**config.mk**
```make
export PLATFORM = sky130hd
export DESIGN_NAME = pipe_stage_reg
export DESIGN_NICKNAME = d
export VERILOG_FILES = /design/src/rtl/pipe_pkg.sv /design/src/rtl/pipe_sat_counter.sv /design/src/rtl/pipe_stage_reg.sv
export SDC_FILE = /design/constraint.sdc
export NUM_CORES = 1
export LEC_CHECK = 0
export ABC_CLOCK_PERIOD_IN_PS = 2300
export BUFFER_PORTS_ARGS = -buffer_cell sky130_fd_sc_hd__buf_4
export CAP_MARGIN = 30
export CORE_MARGIN = 2
export CORE_UTILIZATION = 55
export CTS_BUF_LIST = sky130_fd_sc_hd__clkbuf_8
export CTS_CLUSTER_SIZE = 14
export DETAILED_ROUTE_END_ITERATION = 8
export PLACE_DENSITY = 0.89
export SKIP_LAST_GASP = 1
export SLEW_MARGIN = 0
export SYNTH_ARGS = -nofsm -noshare
export SYNTH_HDL_FRONTEND = slang
export SYNTH_HIERARCHICAL = 1
export SYNTH_SLANG_ARGS = --single-unit
```
**constraint.sdc**
```tcl
create_clock -name clk -period 2.3 [get_ports clk]
set_clock_uncertainty 0.1 [all_clocks]
set_input_delay 0.345 -clock clk [delete_from_list [all_inputs] [get_ports clk]]
set_output_delay 0.345 -clock clk [all_outputs]
set_load 0.05 [all_outputs]
```
**src/rtl/pipe_pkg.sv**
```systemverilog
// Shared pipeline-stage types and constants.
package pipe_pkg;

  typedef enum logic [1:0] {
    PS_EMPTY = 2'd0,
    PS_ONE   = 2'd1,
    PS_TWO   = 2'd2
  } pipe_state_t;

  localparam int PIPE_PERF_CNT_W = 16;

endpackage

```
**src/rtl/pipe_sat_counter.sv**
```systemverilog
// Saturating up-counter with synchronous active-low clear.
module pipe_sat_counter #(
  parameter int W = 16
) (
  input  logic         clk,
  input  logic         clr_n,
  input  logic         inc,
  output logic [W-1:0] count
);

  always_ff @(posedge clk) begin
    if (!clr_n)
      count <= '0;
    else if (inc && (count != {W{1'b1}}))
      count <= count + 1'b1;
  end

endmodule

```
**src/rtl/pipe_stage_reg.sv**
```systemverilog
// Elastic pipeline stage register with 2-entry skid buffer and flush.
// Optional perf counters enabled by defining PIPE_STAGE_PERF_EN.
module pipe_stage_reg
  import pipe_pkg::*;
#(
  parameter int               WIDTH       = 64,
  parameter logic [WIDTH-1:0] FLUSH_VALUE = '0
) (
  input  logic                       clk,
  input  logic                       reset_n,
  input  logic                       flush,
  input  logic                       stall,
  input  logic                       in_valid,
  output logic                       in_ready,
  input  logic [WIDTH-1:0]           in_data,
  output logic                       out_valid,
  input  logic                       out_ready,
  output logic [WIDTH-1:0]           out_data,
  output logic [1:0]                 occupancy,
  output logic [PIPE_PERF_CNT_W-1:0] perf_stall_cycles,
  output logic [PIPE_PERF_CNT_W-1:0] perf_bubble_cycles,
  output logic [PIPE_PERF_CNT_W-1:0] perf_flush_count
);

  pipe_state_t      state_q, state_d;
  logic [WIDTH-1:0] main_q, main_d;
  logic [WIDTH-1:0] skid_q, skid_d;
  logic             accept, take;

  // Handshake outputs decode only the state flop, so no input reaches them.
  assign out_valid = (state_q != PS_EMPTY);
  assign in_ready  = (state_q != PS_TWO);
  assign out_data  = main_q;
  assign occupancy = state_q;

  assign accept = in_valid & in_ready;
  assign take   = out_valid & out_ready & ~stall;

  always_comb begin
    state_d = state_q;
    main_d  = main_q;
    skid_d  = skid_q;
    case (state_q)
      PS_EMPTY: begin
        if (accept) begin
          state_d = PS_ONE;
          main_d  = in_data;
        end
      end
      PS_ONE: begin
        if (accept && take) begin
          main_d = in_data;
        end else if (accept) begin
          state_d = PS_TWO;
          skid_d  = in_data;
        end else if (take) begin
          state_d = PS_EMPTY;
          main_d  = FLUSH_VALUE;
        end
      end
      PS_TWO: begin
        if (take) begin
          state_d = PS_ONE;
          main_d  = skid_q;
          skid_d  = FLUSH_VALUE;
        end
      end
      default: begin
        state_d = PS_EMPTY;
        main_d  = FLUSH_VALUE;
        skid_d  = FLUSH_VALUE;
      end
    endcase
    // Flush wins over everything, including the in_data of this cycle.
    if (flush) begin
      state_d = PS_EMPTY;
      main_d  = FLUSH_VALUE;
      skid_d  = FLUSH_VALUE;
    end
  end

  always_ff @(posedge clk) begin
    if (!reset_n) begin
      state_q <= PS_EMPTY;
      main_q  <= FLUSH_VALUE;
      skid_q  <= FLUSH_VALUE;
    end else begin
      state_q <= state_d;
      main_q  <= main_d;
      skid_q  <= skid_d;
    end
  end

`ifdef PIPE_STAGE_PERF_EN
  pipe_sat_counter #(.W(PIPE_PERF_CNT_W)) u_stall_cnt (
    .clk   (clk),
    .clr_n (reset_n),
    .inc   (out_valid & ~take & ~flush),
    .count (perf_stall_cycles)
  );

  pipe_sat_counter #(.W(PIPE_PERF_CNT_W)) u_bubble_cnt (
    .clk   (clk),
    .clr_n (reset_n),
    .inc   (~out_valid & out_ready & ~stall),
    .count (perf_bubble_cycles)
  );

  pipe_sat_counter #(.W(PIPE_PERF_CNT_W)) u_flush_cnt (
    .clk   (clk),
    .clr_n (reset_n),
    .inc   (flush),
    .count (perf_flush_count)
  );
`else
  assign perf_stall_cycles  = '0;
  assign perf_bubble_cycles = '0;
  assign perf_flush_count   = '0;
`endif

endmodule

```
==> flow_summary_export.csv <==
group,metric,value,unit
floorplan,coreArea,12600,um^2
drt,finalWirelength,17.8,mm
setup_path,ff2ff_path_depth,5,
setup_path,critical_path.max_stage_delay,0.53,ns
timing,tightest_slew,0.729,ns
clocking,cts_hold_buf,0,
cells_and_area,layout-drive-gt1-share,25.6,%
timing,fin_setup_tns,0,ns
placement,place_ws,0.258,ns
pwr,power.share.sequential,42.7,%
grt,grt_overflow,0,
synthesis,ys_seq_area_share,36.6,%
setup_path,crit_path_start_kind,"register",
synthesis,synth_largest_area_cell,"dfxtp_1",
placement,finalWeightedCongestion,0.774,
pwr,sw_frac_of_total,29.9,%
clocking,clock_latency,0.44,ns
drt,ant_nets,0,
pwr,power_density,657,nW/um^2
synthesis,netlist.area_leader.share,36.6,%
floorplan,num_rows,41,
timing,slew_headroom,51.3,%
grt,track_usage,24.6,%
hold_path,whs_path_depth,3,
setup_path,path_class,"reg -> out",
timing,min_period_over_period,92.9,%
timing,timing.hold.ws,0.111,ns
synthesis,yosysWarnings,6,
floorplan,start_util,56.3,%
floorplan,die_w,118,um
synthesis,yosysMostFrequentCell,"dfxtp_1",
grt,grt_max_degree,98,
placement,portBuffers,137,
setup_path,critPathMaxFanout,32,
run,drv_cap,0,
pwr,power.share.clock,37.9,%
synthesis,syn_area,7110,um^2
placement,hpwlAfterDp,10.8,mm
setup_path,crit_path_top_delay_cell,"dfxtp_4",
cells_and_area,final_nets,961,
synthesis,synth_area_leaders,"dfxtp_1, mux2i_1, nand4b_1, o2bb2ai_1, a21oi_1",
setup_path,cp.required,1.86,ns
timing,drv_slew,0,
clocking,clockBufferDepth,2,
pwr,p_comb_share,19.4,%
clocking,path_clk_slew,0.08,ns
synthesis,syn-instance-count,805,
clocking,cts_max_level,4,
drt,drc,0,
timing,period_needed,2.14,ns
timing,setup_viol,0,
drt,wire_per_inst,16.6,um
pwr,p_leak,2.89,nW
cells_and_area,finish.utilization,66.0,%
setup_path,path_cells,"buf_6, nand2b_1, buf_4",
drt,drtIter0Drc,630,
cells_and_area,n_antenna_cell,0,
drt,num_vias,6329,
clocking,post-cts-setup-buffers,0,
drt,firstDrtPassIters,8,
hold_path,hold_class,"in -> reg",
grt,grt_pass1_wl,28.4,mm
grt,grt_pass1_vias,5730,
synthesis,ys_types,39,
clocking,numCtsBuffers,17,
timing,hold_violations,0,
synthesis,synth-edff-count,0,
synthesis,avgSynthCellArea,8.83,um^2
status,status,"finished, final reports clean",
floorplan,dieArea,13900,um^2
timing,rsz0062_at_grt,"no",
synthesis,synth-seq-cells,130,
timing,fmax,468,MHz
timing,setup_ws,0.163,ns
clocking,cts_tree,"built",
floorplan,ios,186,
pwr,power,5.47,mW
pwr,power.switching,1.64,mW
setup_path,crit_path_end_kind,"output port",
synthesis,yosys-top-cells-count,"dfxtp_1, a21oi_1, o21ai_0, mux2i_1",
clocking,cts.sinks,130,
synthesis,synth_flop_cell,"dfxtp_1",
pwr,peakVddDrop,0.383,mV
cells_and_area,syn_to_final_growth,17.1,%
synthesis,async_flop_share,0,%
grt,antenna_found_initial,0,
floorplan,die_h,118,um
setup_path,cp.arrival,1.69,ns
clocking,cts.root.buffer_cell,"clkbuf_8",
drt,vias_per_cell,5.89,
pwr,intPower,3.83,mW
layout by cell type, fill, tap and decap left out, types with 2 or more instances in the layout:
master       n
clkbuf_8    23
dfxtp_4      2
conb_1      48
o21ai_1     58
o21ai_0     68
mux2i_1     66
o2bb2ai_1   64
bufinv_16    3
buf_12       7
and4bb_2     2
dfxtp_1    128
nand4b_1    64
a21oi_2     20
a21oi_1    108
nand2_2     10
nand2_1     54
o21ai_2      2
inv_1        3
buf_4      151
nor2b_1      3
flip-flops by register name, summed over array words and instances (netlist names):
register,cells
out_data,64
skid_q,64
occupancy,2
power by group through the flow:
stage	logic [mW]	registers, mW	clock network [mW]
after global routing	1.13	2.34	2.20
final	1.06	2.34	2.07
after detailed placement	1.05	2.39	0
after floorplan	0.692	2.53	0
after CTS	1.06	2.34	2.09
after global placement	1.04	2.39	0
critical path, delay by kind of cell, from the launching register on:
kind	cells	cell delay [ns]
simple gates	1	0.19
buf+inv	2	0.52
flops	1	0.53
cell families (layout without fill, tap and decap cells):
family / after synthesis / in the layout / synth area share [%]
compound gates: 324 / 324 / 27.8
simple gates: 145 / 145 / 13.6
other cells: 1 / 48 / 0.0527
mux: 66 / 66 / 9.29
buf+inv: 139 / 189 / 12.6
flops: 130 / 130 / 36.6
timing repair:
| item | in CTS | in global routing |
|---|---|---|
| endpoints found under the setup margin | 0 | 1 |
| gates resized for setup | 0 | 1 |
| hold endpoints to repair | 0 | 0 |
layout make-up:
class | instances | area, um^2
sequential | 130 | 2610
multi-input combinational | 583 | 3790
timing repair buffer | 159 | 1280
clock inverter | 7 | 106
fill | 1050 | 4290
clock buffer | 23 | 317
tap | 172 | 215
stage by stage:
stage / area (um^2) / std cells
after CTS: 8320 / 1074
after global placement: 7900 / 1044
after detailed placement: 7900 / 1044
final: 8330 / 1074
after floorplan: 7290 / 852
after global routing: 8330 / 1074
per-layer routing:
layer	track usage [%]	vias to the layer above	part of all wire [%]
met5	0	-	0
met4	8.36	0	1.4
met1	33.0	3024	45
met3	5.67	22	6.5
met2	39.1	252	48
li1	-	3031	-
final timing paths:
check        slack [ns]          from            to
min reg2reg        0.36  out_data[62]  out_data[62]
max reg2reg        0.37  occupancy[1]   out_data[3]
max                0.16  occupancy[0]      in_ready
min                0.11   in_data[38]    skid_q[38]
(Power assumes the default switching activity.)
